--- src/rtl/niosii_reset_sequencer.sv ---
// Merges watchdog, pushbutton and software requests into one fixed-length sys_reset pulse plus holdoff; sticky cause/count regs.
// Latency: wd/sw request -> sys_reset next cycle (ext +2 sync); readdata 1 cycle; no backpressure, slave always accepts.
module niosii_reset_sequencer #(
   parameter int PULSE_CYCLES   = 16,
   parameter int HOLDOFF_CYCLES = 8,
   parameter int CNT_W          = 8
) (
   input  logic        clk,
   input  logic        reset,
   input  logic        wd_resetrequest,
   input  logic        ext_reset_req,
   input  logic [1:0]  address,
   input  logic        chipselect,
   input  logic        write_n,
   input  logic [15:0] writedata,
   output logic [15:0] readdata,
   output logic        sys_reset
);
   typedef enum logic [1:0] {IDLE, ASSERT, HOLDOFF} state_t;

   localparam logic [CNT_W-1:0] PULSE_INIT = CNT_W'(PULSE_CYCLES - 1);
   localparam logic [CNT_W-1:0] HOLD_INIT  = CNT_W'((HOLDOFF_CYCLES > 0) ? HOLDOFF_CYCLES - 1 : 0);
   localparam logic [15:0]      PULSE_RO   = 16'(PULSE_CYCLES);

   state_t           state;
   logic [CNT_W-1:0] cnt;
   logic [3:0]       cause;
   logic [7:0]       rst_count;
   logic             wd_prev, ext_s1, ext_s2, ext_s3;
   logic             wr, wd_rise, ext_rise, sw_req, any_req;
   logic [3:0]       cause_set;
   logic [15:0]      rd_mux;

   assign wr        = chipselect & ~write_n;
   assign wd_rise   = wd_resetrequest & ~wd_prev;
   assign ext_rise  = ext_s2 & ~ext_s3;
   assign sw_req    = wr && (address == 2'd1) && (writedata == 16'hA5A5);
   assign any_req   = wd_rise | ext_rise | sw_req;
   assign cause_set = {sw_req, ext_rise, wd_rise, 1'b0};

   // ext_s1/ext_s2 form the synchroniser; ext_s3 only serves edge detection
   always_ff @(posedge clk or posedge reset) begin
      if (reset) begin
         wd_prev <= 1'b0;
         ext_s1  <= 1'b0;
         ext_s2  <= 1'b0;
         ext_s3  <= 1'b0;
      end else begin
         wd_prev <= wd_resetrequest;
         ext_s1  <= ext_reset_req;
         ext_s2  <= ext_s1;
         ext_s3  <= ext_s2;
      end
   end

   always_ff @(posedge clk or posedge reset) begin
      if (reset) begin
         state     <= ASSERT;
         cnt       <= PULSE_INIT;
         sys_reset <= 1'b1;
         rst_count <= 8'd0;
      end else begin
         case (state)
            IDLE: begin
               if (any_req) begin
                  state     <= ASSERT;
                  cnt       <= PULSE_INIT;
                  sys_reset <= 1'b1;
               end
            end
            ASSERT: begin
               if (cnt == '0) begin
                  sys_reset <= 1'b0;
                  if (rst_count != 8'hFF) rst_count <= rst_count + 8'd1;
                  if (HOLDOFF_CYCLES == 0) begin
                     state <= IDLE;
                  end else begin
                     state <= HOLDOFF;
                     cnt   <= HOLD_INIT;
                  end
               end else begin
                  cnt <= cnt - 1'b1;
               end
            end
            HOLDOFF: begin
               if (cnt == '0) state <= IDLE;
               else           cnt   <= cnt - 1'b1;
            end
            default: begin
               state     <= IDLE;
               sys_reset <= 1'b0;
            end
         endcase
      end
   end

   // new request edges take priority over a simultaneous write-1-to-clear
   always_ff @(posedge clk or posedge reset) begin
      if (reset)                        cause <= 4'b0001;
      else if (wr && address == 2'd0)   cause <= (cause & ~writedata[3:0]) | cause_set;
      else                              cause <= cause | cause_set;
   end

   always_comb begin
      rd_mux = 16'd0;
      case (address)
         2'd0:    rd_mux = {7'd0, (state != IDLE), 4'd0, cause};
         2'd2:    rd_mux = {8'd0, rst_count};
         2'd3:    rd_mux = PULSE_RO;
         default: rd_mux = 16'd0;
      endcase
   end

   always_ff @(posedge clk or posedge reset) begin
      if (reset) readdata <= 16'd0;
      else       readdata <= rd_mux;
   end
endmodule

--- config.mk ---
export PLATFORM = sky130hd
export DESIGN_NAME = niosii_reset_sequencer
export DESIGN_NICKNAME = d
export VERILOG_FILES = /design/src/rtl/niosii_reset_sequencer.sv
export SDC_FILE = /design/constraint.sdc
export NUM_CORES = 1
export LEC_CHECK = 0
export BUFFER_PORTS_ARGS = -buffer_cell sky130_fd_sc_hd__clkbuf_2
export CAP_MARGIN = 20
export CORE_MARGIN = 1.5
export CORE_UTILIZATION = 55
export CTS_BUF_LIST = sky130_fd_sc_hd__clkbuf_4 sky130_fd_sc_hd__clkbuf_8
export CTS_CLUSTER_DIAMETER = 50
export DETAILED_ROUTE_END_ITERATION = 7
export PLACE_DENSITY = 0.91
export SETUP_SLACK_MARGIN = 0.05
export SLEW_MARGIN = 40
export SYNTH_ARGS = -nofsm -noshare
export SYNTH_HDL_FRONTEND = slang
export SYNTH_SLANG_ARGS = --single-unit
--- constraint.sdc ---
create_clock -name clk -period 2.8 [get_ports clk]
set_clock_uncertainty 0.05 [all_clocks]
set_input_delay 0.56 -clock clk [delete_from_list [all_inputs] [get_ports clk]]
set_output_delay 0.56 -clock clk [all_outputs]
set_load 0.02 [all_outputs]
==> results of run 1 <==
-- cells in the mapped netlist (all sizes together) (5+ instances only) --
cell type / n
a21oi: 10
xnor2: 5
nor2: 14
ha: 7
buf: 12
o21ai: 6
dfstp: 7
dfrtp: 29
nand2: 12
inv: 8
-- layout make-up --
type / instances / area [µm²]
Clock buffer: 7 / 52.6
Clock inverter: 1 / 5.00
Fill cell: 282 / 1230
Inverter: 8 / 30.0
Multi-Input combinational cell: 123 / 880
Sequential cell: 36 / 910
Tap cell: 46 / 57.6
Timing Repair Buffer: 34 / 173
-- state kept, by name, summed over array words and instances, names as in the netlist --
signal,flops
rst_count,8
wd_prev,1
cause,4
cnt,8
readdata,9
sys_reset,1
ext_s2,1
ext_s3,1
state,2
ext_s1,1
-- per-stage QoR --
stage | setup WS [ps] | total power (W)
4_1_cts | 417 | 0.00157
3_5_place_dp | 324 | 0.00129
6_report | 432 | 0.00156
5_1_grt | 322 | 0.00168
3_3_place_gp | 442 | 0.00128
2_1_floorplan | 588 | 0.00118
-- placed cells by master, fill, tap and decap left out, types with 3 or more instances in the layout --
cell and instances:
o21ai_0 6, xnor2_1 5, nand2_1 12, nand4_1 4, and2_1 3, o31a_1 3, a21oi_1 10, clkbuf_4 7
ha_1 7, conb_1 7, clkbuf_2 33, nand3_1 3, o31ai_1 3, dfrtp_1 29, mux2i_1 4, nor2_1 14
dfstp_2 7, inv_1 8
-- worst max path at each step --
| stage | startpoint | endpoint | slack, ps | depth (start not counted) |
|---|---|---|---|---|
| final | cnt[5]$_DFFE_PP0P_ | rst_count[1]$_DFFE_PP0P_ | 430 | 4 |
| after global routing | cnt[5]$_DFFE_PP0P_ | rst_count[1]$_DFFE_PP0P_ | 320 | 4 |
| after CTS | cnt[5]$_DFFE_PP0P_ | rst_count[1]$_DFFE_PP0P_ | 420 | 4 |
| after detailed placement | writedata[9] | cnt[4]$_DFFE_PP0P_ | 320 | 6 |
| after global placement | address[1] | cnt[4]$_DFFE_PP0P_ | 440 | 6 |
| after floorplan | address[1] | cnt[4]$_DFFE_PP0P_ | 590 | 7 |
-- metal layers --
layer,global-route usage (%),vias up,part of all wire [%]
met1,26.9,681,44
met2,31.8,46,50
met5,0,-,0
met3,4.97,5,4.4
li1,-,679,-
met4,10.6,0,1.3
-- power breakdown --
part	internal, W	total (W)	switching, W	leakage, nW
logic	0.000260	0.000580	0.000320	0.532
clock network	0.000117	0.000270	0.000153	0.0361
registers	0.000629	0.000706	0.0000766	0.454
-- worst reg2reg max path: stages (launching register included) --
cell	delay, ps
dfrtp_1	450
or4_4	580
nor4b_4	400
and3_1	400
mux2_2	370
-- kinds of logic (layout without fill, tap and decap cells) --
family	Yosys count	after routing	synth area share, %
fa+ha+maj	7	7	4.57
mux	6	6	3.27
compound gates	36	36	13.5
simple gates	60	60	19.6
xor+xnor	7	7	3.59
flops	36	36	47.5
other cells	1	7	0.196
buf+inv	21	50	7.71
==> metrics.txt, run 1 <==
row count 21; status completed; Max Freq ~0.42 GHz; RR Endpoint rst_count[1]$_DFFE_PP0P_; Initial DRT Pass Iterations 4; top cell type's share of synthesized area 37.9%; Worst EP arrival ~2500 ps; Yosys reg bits 36; area post-placement 2050 µm²; Buf/Inv on CP 0; setup bufs post-CTS 0; total global routing track utilization around a fifth; antenna diode count 0; CTS Buffer Depth 2; largest cells by area after synthesis dfrtp_1, dfstp_2, ha_1; first-pass GRT wire length 5650 µm; Slew headroom 58.1%; setup TNS 0 ps; final hold violation count 0; path category of the worst min-delay check input port to async pin; CP Data Required Time 2970 ps; warnings from Yosys 0; layout cells sized above 1 29.7%; Slew @ Worst Pin slightly above 600 ps; reg2reg setup slack about 430 ps; initial antenna violation count 0; CTS Hold Buffers Added 0; Die Y slightly above 60 µm; post_cts resized 0; IO buf count 33; Post-DP HPWL roughly 2600 µm; via count 1,411; crit end category flip-flop; GRT overflow 0; Syn Inst Count ~170; Max Slew Vio Count 0; DR WL/cell 12.9 µm; EDFF count, synth 0; starting density of the core a little under three fifths; sequential area share after synthesis 47.5%; H-tree lvl count 2; Pwr per Cell Area about 740 nW/µm²; worst r2r src cnt[5]$_DFFE_PP0P_; Max Cap Viol 0; synthesized area ~1900 µm²; I/O pins 41; Clk Latency, worst-skew pair 330 ps; VDD IR max about 0.59 mV; layout net count between 200 and 250; CTS tree done; Num CTS Buffers 5; P_leak about 1 nW; antenna viol nets, final 0; Detailed Route WL 3290 µm; largest net degree at the start of global routing 25; area leader, netlist dfrtp_1; Top FF cell, synth dfrtp_1; slowest stage delay, CP 580 ps; final design utilization between 60% and 70%; vias in the first global route about 1,300; Die Span X 62.0 µm; worst reg2reg path depth 4; Setup crit start kind flip-flop; clk sinks 36; Post-synth ARST share 100%; Area growth syn-to-layout 10.1%; Post-route DRC 0; crit path cell chain or4_4 > nor4b_4 > and3_1 > mux2_2; Crit Path Category flip-flop to flip-flop; slowest CP cell or4_4; final period utilization 84.6%; RSZ-0062 raised after global routing false; clock transition at the registers of the reported paths around 100 ps; Netlist cell types 54; Tmin final 2370 ps; final setup fails 0; clk root buf clkbuf_4; Initial DRC Count 45; post-route cell area 2110 µm²; crit path max fanout 8; largest delay contributor family on the critical path simple AND/OR/NAND/NOR gates; Hold Slack around 150 ps; core area 3340 µm²; die area slightly below 4000 µm²; final non-filler cell total around 260; GPL Wtd Cong approximately 0.94; placed insts roughly 250; Mapped Avg Cell Area about 11 µm²; vias per inst around 5.5
No activity file was read; power rests on OpenSTA's default activity.
==> run 2: changes to the inputs <==
--- a/config.mk
+++ b/config.mk
@@ -8,11 +8,11 @@
 export BUFFER_PORTS_ARGS = -buffer_cell sky130_fd_sc_hd__clkbuf_2
 export CAP_MARGIN = 20
 export CORE_MARGIN = 1.5
-export CORE_UTILIZATION = 55
+export CORE_UTILIZATION = 51
 export CTS_BUF_LIST = sky130_fd_sc_hd__clkbuf_4 sky130_fd_sc_hd__clkbuf_8
 export CTS_CLUSTER_DIAMETER = 50
 export DETAILED_ROUTE_END_ITERATION = 7
-export PLACE_DENSITY = 0.91
+export PLACE_DENSITY = 0.89
 export SETUP_SLACK_MARGIN = 0.05
 export SLEW_MARGIN = 40
 export SYNTH_ARGS = -nofsm -noshare
==> constraint.sdc (replaced) <==
create_clock -name clk -period 2.1 [get_ports clk]
set_clock_uncertainty 0.05 [all_clocks]
set_input_delay 0.42 -clock clk [delete_from_list [all_inputs] [get_ports clk]]
set_output_delay 0.42 -clock clk [all_outputs]
set_load 0.02 [all_outputs]
==> run 2 against run 1 <==
Net effect:
- register-to-register slack lost 380 ps
- first-iteration DRC count grew 44%
- core utilization grew 2.1 points
- clock-buffer cell count is the same
- total power grew 63%
- cell count grew 8.2%
- combinational power grew 91%
- die area grew 7.5%
- setup slack lost 380 ps
==> metrics.txt, run 2 (synthesized netlist as in run 1, its figures left out) <==
status completed; layout net count 258; Final Worst Setup Slack 48.1 ps; vias in the first global route between 1,000 and 1,500; Switching Share 34.9%; Detailed Route WL ~4100 µm; vias per inst between 5 and 6; Initial DRC Count between 60 and 70; CTS tree done; P_leak ~1.1 nW; clk root buf clkbuf_8; Buf/Inv on CP 0; starting density of the core roughly 53%; final period utilization a little under 100%; largest delay contributor family on the critical path simple AND/OR/NAND/NOR gates; final design utilization around 65%; Top Registers readdata: 9 flops, cnt: 8 flops, rst_count: 8 flops; I/O pins ~40; Post-DP HPWL 3010 µm; Max Slew Vio Count 0; die area between 4000 and 5000 µm²; H-tree lvl count 2; fill count ~300; Clock power frac 19.9%; first-pass GRT wire length 6560 µm; Slew @ Worst Pin 573 ps; Clk Latency, worst-skew pair ~290 ps; antenna diode count 0; crit end category flip-flop; final non-filler cell total 276; core area about 3600 µm²; Tmin final about 2100 ps; GRT overflow 0; antenna viol nets, final 0; largest net degree at the start of global routing 37; slowest CP cell or4b_4; Die Y approximately 64 µm; GPL Wtd Cong approximately 0.94; sw power approximately 0.00089 W; most common cell after layout, fill and taps aside clkbuf_2; Area growth syn-to-layout 23.9%; Die Span X roughly 64 µm; Pwr per Cell Area ~1100 nW/µm²; Int Power ~0.0016 W; slowest stage delay, CP between 500 and 600 ps; Hold Slack ~160 ps; clk sinks 36; via count about 1,500; Comb power frac a little over two fifths; Top reg by flops readdata; VDD IR max approximately 0.73 mV; Initial DRT Pass Iterations 4; Num CTS Buffers 5; crit path max fanout 5; Seq pwr share between 30% and 40%; total global routing track utilization about a fifth; placed insts about 270; IO buf count 33; final setup fails 0; CP Data Required Time 2270 ps; Max Freq 0.487 GHz; CTS Buffer Depth 2; setup TNS 0 ps; DR WL/cell between 10 and 15 µm; crit path cell chain or4_4 > or4b_4 > a21oi_4 > o21ai_1 > a21o_1; max FFs per register 9; RSZ-0062 raised after global routing true; Max Cap Viol 0; path category of the worst min-delay check input port to async pin; Post-route DRC 0; row count 22; Crit Path Category flip-flop to flip-flop; most frequent cells in the layout clkbuf_2, dfrtp_1, buf_4; Worst EP arrival 2220 ps; final hold violation count 0; Setup WS pre-CTS -10.6 ps; initial antenna violation count 0; Setup crit start kind flip-flop; clock transition at the registers of the reported paths roughly 70 ps; Slew headroom around three fifths; layout cells sized above 1 41.2%
-- run 2: changes by cell type in the layout (fill, tap and decap cells not counted), sizes merged --
cell	previous run	this run
buf	1	20
-- run 2: layout make-up --
| class | count | area (µm²) | area share [%] |
|---|---|---|---|
| multi-input combinational | 123 | 960 | 40.5 |
| sequential | 36 | 910 | 38.4 |
| timing repair buffer | 53 | 319 | 13.5 |
| clock buffer | 7 | 83.8 | 3.54 |
| inverter | 8 | 30.0 | 1.27 |
| tap | 48 | 60.1 | 2.53 |
| clock inverter | 1 | 8.76 | 0.369 |
-- run 2: what timing repair did --
item,4_1_cts,5_1_grt
endpoints found under the setup margin,8,7
hold buffers,0,0
gates resized for setup,5,15
cloned,0,0
setup buffers,1,2
pin swaps,0,4
-- run 2: tightest hold or removal path, cell delays in order --
cell and delay, ps:
clkbuf_2 80, inv_1 40, buf_4 390
-- run 2: per-stage QoR --
stage | area (µm²) | total power [W]
2_1_floorplan | 1940 | 0.00158
3_3_place_gp | 2180 | 0.00186
3_5_place_dp | 2180 | 0.00189
4_1_cts | 2290 | 0.00243
5_1_grt | 2370 | 0.00271
6_report | 2370 | 0.00253
-- run 2: final timing paths --
kind	startpoint	to	slack, ps	cells past startpoint
worst max-delay path	cnt[6]$_DFFE_PP0P_	cnt[3]$_DFFE_PP1P_	50	5
worst min-delay path	reset	readdata[4]$_DFF_PP0_	160	3
worst max register to register	cnt[6]$_DFFE_PP0P_	cnt[3]$_DFFE_PP1P_	50	5
worst min register to register	ext_s1$_DFF_PP0_	ext_s2$_DFF_PP0_	310	0
max in group asynchronous	reset	cnt[1]$_DFFE_PP1P_	1500	3
min in group clk	ext_reset_req	ext_s1$_DFF_PP0_	190	1
-- run 2: power by group through the flow --
| stage | clock network (W) | logic [W] | registers, W |
|---|---|---|---|
| floorplan | 0 | 0.000633 | 0.000951 |
| global placement | 0 | 0.000930 | 0.000933 |
| detailed placement | 0 | 0.000954 | 0.000938 |
| CTS | 0.000520 | 0.000993 | 0.000919 |
| global route | 0.000558 | 0.00121 | 0.000937 |
| finish | 0.000503 | 0.00111 | 0.000925 |
-- run 2: layer usage --
layer	GRT usage, %	part of all wire [%]	routed length, µm	vias up
met5	0	0	0	-
met4	7.45	1.9	79	0
met3	6.16	6.1	248	11
met1	27.3	44	1770	730
met2	34.4	48	1960	60
li1	-	-	-	713
